**src/rtl/axi4l_mem_slave_pkg.sv**
```systemverilog
// Shared definitions for the AXI4-Lite scratch-memory front end and its byte lanes.
package axi4l_mem_slave_pkg;

  typedef enum logic [1:0] {
    W_IDLE = 2'd0,
    W_MEM  = 2'd1,
    W_RESP = 2'd2
  } w_state_e;

  typedef enum logic [1:0] {
    R_IDLE = 2'd0,
    R_MEM  = 2'd1,
    R_RESP = 2'd2
  } r_state_e;

  localparam logic [1:0] RESP_OKAY = 2'b00;

  function automatic int unsigned clog2(input int unsigned n);
    int unsigned r;
    int unsigned v;
    r = 0;
    v = (n > 0) ? n - 1 : 0;
    while (v > 0) begin
      r++;
      v = v >> 1;
    end
    return r;
  endfunction

endpackage

```
**src/rtl/axi4l_mem_slave.sv**
```systemverilog
// AXI4-Lite slave that turns single-beat writes/reads into one-cycle accesses on the
// 4-lane byte memory; write and read paths are independent single-outstanding FSMs.
module axi4l_mem_slave
  import axi4l_mem_slave_pkg::*;
#(
  parameter int C_S_AXI_ADDR_WIDTH = 32,
  parameter int C_S_AXI_DATA_WIDTH = 32,
  parameter int C_MEMORY_SIZE      = 512
) (
  input  logic                            clk,
  input  logic                            rst_n,
  input  logic [C_S_AXI_ADDR_WIDTH-1:0]   s_axi_awaddr,
  input  logic                            s_axi_awvalid,
  output logic                            s_axi_awready,
  input  logic [C_S_AXI_DATA_WIDTH-1:0]   s_axi_wdata,
  input  logic [C_S_AXI_DATA_WIDTH/8-1:0] s_axi_wstrb,
  input  logic                            s_axi_wvalid,
  output logic                            s_axi_wready,
  output logic [1:0]                      s_axi_bresp,
  output logic                            s_axi_bvalid,
  input  logic                            s_axi_bready,
  input  logic [C_S_AXI_ADDR_WIDTH-1:0]   s_axi_araddr,
  input  logic                            s_axi_arvalid,
  output logic                            s_axi_arready,
  output logic [C_S_AXI_DATA_WIDTH-1:0]   s_axi_rdata,
  output logic [1:0]                      s_axi_rresp,
  output logic                            s_axi_rvalid,
  input  logic                            s_axi_rready,
  output logic [C_S_AXI_ADDR_WIDTH-1:0]   mem_waddr,
  output logic [C_S_AXI_DATA_WIDTH-1:0]   mem_wdata,
  output logic                            mem_we,
  output logic [C_S_AXI_DATA_WIDTH/8-1:0] mem_be,
  output logic [C_S_AXI_ADDR_WIDTH-1:0]   mem_raddr,
  input  logic [C_S_AXI_DATA_WIDTH-1:0]   mem_rdata
);

  localparam int AW = C_S_AXI_ADDR_WIDTH;
  localparam int DW = C_S_AXI_DATA_WIDTH;
  localparam int SW = C_S_AXI_DATA_WIDTH / 8;

  w_state_e          w_state_q, w_state_d;
  logic              awready_q, awready_d;
  logic              wready_q, wready_d;
  logic              bvalid_q, bvalid_d;
  logic              mem_we_q, mem_we_d;
  logic [AW-1:0]     waddr_q, waddr_d;
  logic [DW-1:0]     wdata_q, wdata_d;
  logic [SW-1:0]     be_q, be_d;

  r_state_e          r_state_q, r_state_d;
  logic              arready_q, arready_d;
  logic              rvalid_q, rvalid_d;
  logic [AW-1:0]     raddr_q, raddr_d;
  logic [DW-1:0]     rdata_q, rdata_d;

  logic              aw_fire, w_fire, ar_fire;

  assign aw_fire = s_axi_awvalid & awready_q;
  assign w_fire  = s_axi_wvalid & wready_q;
  assign ar_fire = s_axi_arvalid & arready_q;

  // A dropped ready doubles as the "channel already captured" flag while in W_IDLE.
  always_comb begin
    w_state_d = w_state_q;
    awready_d = awready_q;
    wready_d  = wready_q;
    bvalid_d  = bvalid_q;
    mem_we_d  = 1'b0;
    waddr_d   = waddr_q;
    wdata_d   = wdata_q;
    be_d      = be_q;
    case (w_state_q)
      W_IDLE: begin
        if (aw_fire) begin
          waddr_d   = s_axi_awaddr;
          awready_d = 1'b0;
        end
        if (w_fire) begin
          wdata_d  = s_axi_wdata;
          be_d     = s_axi_wstrb;
          wready_d = 1'b0;
        end
        if ((!awready_q || aw_fire) && (!wready_q || w_fire)) begin
          w_state_d = W_MEM;
          mem_we_d  = 1'b1;
        end
      end
      W_MEM: begin
        w_state_d = W_RESP;
        bvalid_d  = 1'b1;
      end
      W_RESP: begin
        if (s_axi_bready) begin
          w_state_d = W_IDLE;
          bvalid_d  = 1'b0;
          awready_d = 1'b1;
          wready_d  = 1'b1;
        end
      end
      default: w_state_d = W_IDLE;
    endcase
  end

  always_comb begin
    r_state_d = r_state_q;
    arready_d = arready_q;
    rvalid_d  = rvalid_q;
    raddr_d   = raddr_q;
    rdata_d   = rdata_q;
    case (r_state_q)
      R_IDLE: begin
        if (ar_fire) begin
          raddr_d   = s_axi_araddr;
          arready_d = 1'b0;
          r_state_d = R_MEM;
        end
      end
      R_MEM: begin
        // Captured at the same edge a colliding lane write commits, so old data wins.
        rdata_d   = mem_rdata;
        rvalid_d  = 1'b1;
        r_state_d = R_RESP;
      end
      R_RESP: begin
        if (s_axi_rready) begin
          rvalid_d  = 1'b0;
          arready_d = 1'b1;
          r_state_d = R_IDLE;
        end
      end
      default: r_state_d = R_IDLE;
    endcase
  end

  always_ff @(posedge clk or negedge rst_n) begin
    if (!rst_n) begin
      w_state_q <= W_IDLE;
      awready_q <= 1'b1;
      wready_q  <= 1'b1;
      bvalid_q  <= 1'b0;
      mem_we_q  <= 1'b0;
      waddr_q   <= '0;
      wdata_q   <= '0;
      be_q      <= '0;
      r_state_q <= R_IDLE;
      arready_q <= 1'b1;
      rvalid_q  <= 1'b0;
      raddr_q   <= '0;
      rdata_q   <= '0;
    end else begin
      w_state_q <= w_state_d;
      awready_q <= awready_d;
      wready_q  <= wready_d;
      bvalid_q  <= bvalid_d;
      mem_we_q  <= mem_we_d;
      waddr_q   <= waddr_d;
      wdata_q   <= wdata_d;
      be_q      <= be_d;
      r_state_q <= r_state_d;
      arready_q <= arready_d;
      rvalid_q  <= rvalid_d;
      raddr_q   <= raddr_d;
      rdata_q   <= rdata_d;
    end
  end

  assign s_axi_awready = awready_q;
  assign s_axi_wready  = wready_q;
  assign s_axi_bvalid  = bvalid_q;
  assign s_axi_bresp   = RESP_OKAY;
  assign s_axi_arready = arready_q;
  assign s_axi_rvalid  = rvalid_q;
  assign s_axi_rdata   = rdata_q;
  assign s_axi_rresp   = RESP_OKAY;
  assign mem_waddr     = waddr_q;
  assign mem_wdata     = wdata_q;
  assign mem_we        = mem_we_q;
  assign mem_be        = be_q;
  assign mem_raddr     = raddr_q;

endmodule

```
**config.mk**
```make
export PLATFORM = sky130hd
export DESIGN_NAME = axi4l_mem_slave
export DESIGN_NICKNAME = d
export VERILOG_FILES = /design/src/rtl/axi4l_mem_slave_pkg.sv /design/src/rtl/axi4l_mem_slave.sv
export SDC_FILE = /design/constraint.sdc
export NUM_CORES = 1
export LEC_CHECK = 0
export BUFFER_PORTS_ARGS = -buffer_cell sky130_fd_sc_hd__buf_2
export CORE_MARGIN = 8
export CORE_UTILIZATION = 49
export DETAILED_ROUTE_END_ITERATION = 10
export PLACE_DENSITY = 0.93
export SLEW_MARGIN = 5
export SYNTH_ARGS = -nofsm -noshare
export SYNTH_HDL_FRONTEND = slang
export SYNTH_SLANG_ARGS = --single-unit
```
**constraint.sdc**
```tcl
create_clock -name clk -period 3.35 [get_ports clk]
set_input_delay 0.67 -clock clk [delete_from_list [all_inputs] [get_ports clk]]
set_output_delay 0.67 -clock clk [all_outputs]
set_load 0.005 [all_outputs]
```
; Yosys cells after proc, flatten, opt, wreduce, memory -nomap -nowiden
; Cells that the tools add are included.
[totals]
reg_bits = 142
out_inout_bits = 142
word_cells = 67
[classes]
eq_ne = 10
n_mux = 20
bitwise = 3
n_reduce_logical = 21
[ops]
columns = op, count
row1 = 2-bit AND reduction, 7
row2 = "2-bit inequality test, second input constant", 6
row3 = 2-bit case mux with 3 select lines, 2
row4 = 1-bit case mux with 2 select lines, 5
row5 = 1-bit 2-to-1 mux, 9
row6 = 3-bit AND reduction, 3
row7 = 2-bit 2-to-1 mux, 4
row8 = 2-bit nonzero test, 4
row9 = "2-bit by 1-bit equality test with 1-bit output, second input constant", 2
row10 = "2-bit equality test, second input constant", 2
row11 = 2-bit zero test, 2
row12 = 1-bit bitwise AND, 3
row13 = 1-bit zero test, 2
row14 = 1-bit logical OR, 2
row15 = 1-bit logical AND, 1

; Depth between registers and ports, before layout
; Gate-level depths: netlist (run 1).
[depth]
depth_word = 5
depth_mapped = 5
depth_no_buf = 3

; Worst setup path before layout (run 1)
; No wires, ideal clock.
[synth_timing]
kind = input to register
startpoint = in s_axi_arvalid
endpoint = reg raddr_q[10] (netlist: mem_raddr[10])
t_arrival_ns = 1.553
t_required_ns = 3.225
slack_ns = 1.672
path_stages = 4
path_buffers = 1
path_cell_list = nand2b_4 -> nor3b_4 -> buf_6 -> mux2_2
[synth_via]
elab_chain_len = 2
[synth_lines]
columns = item, line
row1 = from (decl), axi4l_mem_slave.sv:23  ; input logic s_axi_arvalid,
row2 = 1-bit bitwise AND, axi4l_mem_slave.sv:60  ; assign ar_fire = s_axi_arvalid & arready_q;
row3 = 2-bit AND reduction (no source line), n/a
row4 = to (signal assigned), axi4l_mem_slave.sv:162  ; raddr_q <= raddr_d;
row5 = to (decl), axi4l_mem_slave.sv:53  ; logic [AW-1:0] raddr_q, raddr_d;
; Every way passes these cells.
; A chain may end at the register's enable or synchronous reset.

; Worst setup path after layout (run 1)
[layout_timing]
startpoint = reg w_state_q[0]
endpoint = reg waddr_q[11] (netlist: mem_waddr[11])
[layout_via]
elab_chain_len = 2
[layout_lines]
columns = item, line
row1 = from (decl), axi4l_mem_slave.sv:41  ; w_state_e w_state_q, w_state_d;
row2 = from (signal assigned), axi4l_mem_slave.sv:151  ; w_state_q <= w_state_d;
row3 = 2-bit zero test, axi4l_mem_slave.sv:72  ; case (w_state_q)
row4 = 2-bit AND reduction (no source line), n/a
row5 = to (signal assigned), axi4l_mem_slave.sv:156  ; waddr_q <= waddr_d;
row6 = to (decl), axi4l_mem_slave.sv:46  ; logic [AW-1:0] waddr_q, waddr_d;
; Every way passes these cells.

==> summary.txt, run 1 <==
Detailed routing
  • Post-DR vias/cell: 4.87
  • DRT Pass-1 Iters: 5
  • DR WL/cell: 18.7 um
  • Total wire length: 14,500 um
  • Vias after detailed routing: about 3,800
  • # DRC: 0
  • Starting DRT DRC Count: 186
  • Number of nets still failing antenna checks after routing: 0

Timing
  • Crit path time final: 2.06 ns
  • Fin crit share: 61.5%
  • Worst-margin pin slew: 0.918 ns
  • Max Slew Vio Count: 0
  • Skew final: 0.00659 ns
  • Final hold viol count: 0
  • RSZ-0062 raised after global routing: no
  • Worst rel slew slack: 38.8%
  • Post-route setup TNS: 0 ns
  • F_max: a little under 500 MHz
  • Setup violators final: 0

Floorplan
  • Die X: 124 um
  • I/O Pins: ~280
  • Row cnt: 39
  • Die H: 124 um
  • Initial core utilization: 50.0%
  • Core area: 11,400 um^2
  • Die ar.: 15,300 um^2

Global route
  • Initial antenna violation count: 0
  • Vias in the first global route: 4,398
  • Largest net degree at the start of global routing: around 100
  • GRT Overall Usage: 18.4%
  • First-pass GRT wire length: 21,900 um
  • Remaining Overflow, GRT: 0

Power and ir drop
  • Worst vdd ir: 0.562 mV
  • P_leak: 4.06 nW
  • Power per cell area: between 900 and 1000 nW/um^2

Clock network
  • Hold_buf cts: 0
  • CTS tree: built
  • Post-CTS setup buffers: 0
  • Clock root cell: clkbuf_16
  • Clk sink count: 142
  • H-Tree Level Count: 4
  • Worst-Skew Late Latency: 0.41 ns
  • Clock transition at path regs: 0.06 ns
  • Cts bufs inserted: 17
  • CTS Buffer Depth: 2
  • CTS resizes: 0

Setup path
  • Startpoint types: register
  • Data required time of the critical path: between 3 and 4 ns
  • CP arrival: 2.35 ns
  • Worst Path Max Fanout: 26
  • Crit Path Category: register to register
  • R2R depth: 4
  • Setup crit end kind: register

Layout
  • Share of cells above drive strength 1: 73.0%
  • Area of the multi-input gates: 1910 um^2
  • Diode count: 0
  • FF/Latch Area: 3560 um^2
  • Area grow syn2layout: 36.3%
  • Most frequent cells in the layout: buf_2 (275), dfrtp_1 (139), mux2_2 (72)
  • Most common cell after layout, fill and taps aside: buf_2
  • Nets: 755
  • Fillers: approximately 770
  • Post-layout instance area: 7750 um^2

Placement
  • Gpl congestion: ~0.8
  • Port Buffers: roughly 280
  • DP Area: 7120 um^2
  • Final HPWL DP: 11,000 um

Synthesis
  • Register area share after synthesis: 62.6%
  • Number of synthesized register bits: 142
  • Largest cells by area after synthesis: dfrtp_1 (61%), mux2_4 (16%), mux2_2 (14%), buf_6 (1.6%), dfstp_2 (1.4%)
  • Most area-hungry cell type in the Yosys netlist: dfrtp_1
  • Syn_area_per_cell: 17.3 um^2
  • Post-Syn Area: 5680 um^2
  • Top cell type's share of synthesized area: 61.2%
  • Synth Instances: between 300 and 400
  • Synth cell types: 22
  • Syn. warnings: 0

Outcome
  • Status: completed

Worst hold path
  • Hold WC Path Type: primary input to asynchronous set/reset pin

Run
  • Max cap viols: 0
## cell families (layout without fill, tap and decap cells)
group,count (synthesis),count (layout),share of synthesized area [%]
AO/OA/AOI/OAI,14,14,1.23
multiplexers,133,133,30.3
flip-flops,142,142,62.6
buffers and inverters,25,322,4.05
AND/OR/NAND/NOR,14,14,1.76
other,1,4,0.0660
## routing by layer
metal	GRT usage (%)	up-vias	part of all wire [%]
met5	0	-	0
li1	-	1712	-
met4	8.80	0	2.4
met1	19.6	1838	37
met3	5.62	28	9.4
met2	32.8	180	52
## sequential cells by signal, summed over array words and instances, names as in the netlist, 2 cells and up
name         flops
mem_be           4
mem_wdata       32
mem_waddr       32
r_state_q        2
s_axi_rdata     32
mem_raddr       32
w_state_q        2
## metrics by stage
step                hold slack (ns)  std cells  util, %  setup slack, ns  total power [mW]
finish                        0.383        772     68.1             1.29              7.38
global route                  0.448        772     68.1             1.21              7.79
CTS                           0.404        772     68.1             1.28              7.49
detailed placement            0.490        740     62.6             1.18              5.50
global placement              0.483        740     62.6             1.24              5.34
floorplan                     0.374        332        -             1.67              4.29
## Yosys cell counts
cell        n
a21oi_1     8
and2b_2     2
and3_1      2
buf_12      3
buf_4       7
buf_6       8
clkbuf_2    1
conb_1      1
dfrtp_1   139
dfstp_2     3
inv_1       6
mux2_2     72
mux2_4     60
mux2i_1     1
nand2_1     3
nand2b_4    1
nand3_1     1
nor2_1      2
nor2_2      1
nor3b_4     1
o21ai_0     6
or2b_1      1
## where the power goes
group / switching (mW) / internal (mW) / leakage (nW)
Sequential: 0.477 / 2.54 / 1.74
Combinational: 0.907 / 1.52 / 2.02
Clock: 0.677 / 1.27 / 0.308
## critical path, cell delays in order (launching register included)
cell and delay [ns]:
dfrtp_1 0.44, nor2_2 0.19, and3_2 0.72, buf_4 0.27, mux2_4 0.30
## layout make-up
cell class | count | share of cell area (%)
flip-flops and latches | 142 | 45.9
repair buffers | 284 | 18.7
well taps | 143 | 2.31
clock buffers | 22 | 6.38
clock inverters | 10 | 1.73
inverters | 6 | 0.291
multi-input cells | 165 | 24.7
## path summary, 6_finish.rpt
path	endpoint	startpoint	slack, ns
hold reg to reg	s_axi_rdata[23]	s_axi_rdata[23]	0.50
hold / removal	mem_wdata[23]	rst_n	0.38
min in group clk	mem_be[1]	s_axi_wstrb[1]	0.49
setup / recovery	mem_waddr[11]	w_state_q[0]	1.29
max in group asynchronous	s_axi_rdata[25]	rst_n	2.09
setup reg to reg	mem_waddr[11]	w_state_q[0]	1.29
No activity file was read; power rests on OpenSTA's default activity.
==> inputs of run 2 (changes only) <==
CORE_UTILIZATION = 46   (was 49)
PLACE_DENSITY = 0.88   (was 0.93)
clock period = 2 ns   (was 3.35 ns; I/O delays follow)
==> run 2 against run 1 <==
Effect of this change:
- sequential cell count unchanged
- via count barely moved
- cell count grew 3.4%
- register-to-register slack worse by 0.96 ns
- sequential share of layout area shrank 0.59 points
- die area is 5.7% higher
- total power grew 68%
- core utilization shrank 3.1 points
- first-iteration DRC count increased by 2.7%
- critical path type unchanged
==> summary.txt, run 2 (synthesis results as in run 1) <==
Outcome
  • Status: completed

Layout
  • Most common cell after layout, fill and taps aside: buf_2
  • Fillers: 879 (+15%)
  • Most frequent cells in the layout: buf_2 (275), dfrtp_1 (139), mux2_2 (72)
  • Nets: 757 (+0.26%)
  • Share of cells above drive strength 1: 72.9% (-0.12 points)
  • Area grow syn2layout: 38.1%
  • Diode count: 0 (unchanged)
  • Finished Layout Cells: 798 (+3.4%)
  • Finished Core Util: 65.1% (-3.1 points)

Clock network
  • Clk sink count: 142 (unchanged)
  • Post-CTS setup buffers: 0 (unchanged)
  • H-Tree Level Count: 4 (unchanged)
  • Clock root cell: clkbuf_16
  • Cts bufs inserted: 17 (unchanged)
  • CTS Buffer Depth: 2 (unchanged)
  • Worst-Skew Late Latency: 0.41 ns (about the same)
  • Clock transition at path regs: 0.06 ns (about the same)
  • CTS tree: built

Setup path
  • R2R depth: 4 (unchanged)
  • CP arrival: 1.95 ns (-0.40 ns)
  • Critical path's top delay family: simple AND/OR/NAND/NOR gates
  • Worst r2r dst: mem_wdata[23]
  • Data required time of the critical path: 2.29 ns (-1.35 ns)
  • Reg2Reg Setup Slack: 0.33 ns (-0.96 ns)
  • Setup crit end kind: register
  • Critical-path cell list: nor2_2, and3_2, buf_12, mux2_2
  • Critical path buffer and inverter count: 1 (unchanged)
  • Stages on worst setup path: 4 (unchanged)
  • Critical Path End: mem_wdata[23]
  • Startpoint types: register
  • CP Launch Point: w_state_q[0]
  • Slowest-stage cell, CP: dfrtp_1
  • Crit Path Category: register to register
  • Worst Path Max Fanout: 32 (+23%)
  • R2r startpoint: w_state_q[0]
  • Max incr delay on CP: 0.44 ns (-0.28 ns)

Timing
  • Crit path time final: 1.67 ns (-0.394 ns)
  • Setup violators final: 0 (unchanged)
  • Skew final: 0.00556 ns (-0.00102 ns)
  • Fin crit share: 83.3% (+22 points)
  • Final hold viol count: 0 (unchanged)
  • F_max: 600 MHz (+24%)
  • RSZ-0062 raised after global routing: no
  • Post-route setup TNS: 0 ns (unchanged)
  • Max Slew Vio Count: 0 (unchanged)

Floorplan
  • Die H: 127 um (+2.8%)
  • I/O Pins: 281 (unchanged)
  • Core area: 12,100 um^2 (+6.1%)
  • Die ar.: 16,200 um^2 (+5.7%)
  • Initial core utilization: 47.1% (-2.9 points)
  • Row cnt: 40 (+2.6%)
  • Die X: 127 um (+2.8%)

Detailed routing
  • Number of nets still failing antenna checks after routing: 0 (unchanged)
  • DRT Pass-1 Iters: 4 (-1)
  • DR WL met3: 1140 um (-16%)
  • Met1 WL: 5480 um (+3.7%)
  • # DRC: 0 (unchanged)
  • DR WL/cell: 18.4 um (-2.0%)
  • Met2 routed WL: 7690 um (+2.7%)
  • DR top layer: met4
  • Total wire length: 14,600 um (+1.3%)
  • Starting DRT DRC Count: 191 (+2.7%)
  • Vias after detailed routing: 3,756 (-0.053%)
  • Post-DR vias/cell: 4.71 (-3.3%)

Global route
  • GRT Overall Usage: 17.9% (-0.51 points)
  • Vias in the first global route: 4,409 (+0.25%)
  • Largest net degree at the start of global routing: 48 (-54%)
  • Initial antenna violation count: 0 (unchanged)
  • First-pass GRT wire length: 22,700 um (+4.0%)
  • Remaining Overflow, GRT: 0 (unchanged)

Worst hold path
  • Hold WC Path Type: primary input to register

Power and ir drop
  • Worst vdd ir: 1.04 mV (+85%)
  • Power per cell area: 1580 nW/um^2 (+66%)
  • P_leak: 4.09 nW (+0.58%)

Placement
  • Port Buffers: 276 (unchanged)
  • Final HPWL DP: 11,400 um (+3.0%)
  • Dpl cells: 766 (+3.5%)
  • Gpl congestion: 0.792 (-0.90%)

Run
  • Max cap viols: 0 (unchanged)
[run 2: area by class of cell]
class | instances | area, um^2 | area share (%)
clock inverters | 11 | 164 | 2.09
multi-input cells | 165 | 1910 | 24.4
clock buffers | 20 | 467 | 5.95
inverters | 6 | 22.5 | 0.287
repair buffers | 286 | 1520 | 19.3
well taps | 168 | 210 | 2.68
flip-flops and latches | 142 | 3560 | 45.3
[run 2: worst min-delay path by stage]
stage / from / end / slack, ns / cells past startpoint
floorplan: rst_n / mem_be[0] / 0.10 / 0
global placement: rst_n / mem_raddr[28] / 0.36 / 1
detailed placement: rst_n / mem_raddr[2] / 0.37 / 1
CTS: s_axi_awaddr[7] / mem_waddr[7] / 0.20 / 2
global route: s_axi_wdata[5] / mem_wdata[5] / 0.20 / 2
finish: s_axi_awaddr[17] / mem_waddr[17] / 0.22 / 2
[run 2: worst register-to-register path, delay by kind of cell, from the launching register on]
| kind | cells | cell delay (ns) |
|---|---|---|
| mux | 1 | 0.37 |
| flops | 1 | 0.44 |
| buf+inv | 1 | 0.27 |
| simple gates | 2 | 0.47 |
[run 2: through the flow]
| step | hold slack, ns | setup WS, ns | power, mW | instance area, um^2 |
|---|---|---|---|---|
| floorplan | 0.104 | 0.510 | 7.18 | 5690 |
| global placement | 0.356 | 0.404 | 8.97 | 7210 |
| detailed placement | 0.366 | 0.333 | 9.22 | 7210 |
| CTS | 0.197 | 0.315 | 12.6 | 7850 |
| global route | 0.202 | 0.268 | 13.1 | 7850 |
| finish | 0.220 | 0.334 | 12.4 | 7850 |
[run 2: metal layers]
layer,track usage [%],vias up
li1,-,1708
met3,6.82,28
met1,18.3,1843
met4,8.12,0
met5,0,-
met2,32.0,177
[run 2: report_power, final]
group / switching [mW] / internal (mW) / leakage [nW]
combinational: 1.51 / 2.56 / 2.04
clock: 1.14 / 2.17 / 0.308
sequential: 0.775 / 4.26 / 1.74
total: 3.43 / 8.99 / 4.09
[run 2: what timing repair did]
action	CTS	global route
resized for setup	0	0
hold buffers	1	0
endpoints found under the hold margin	42	0
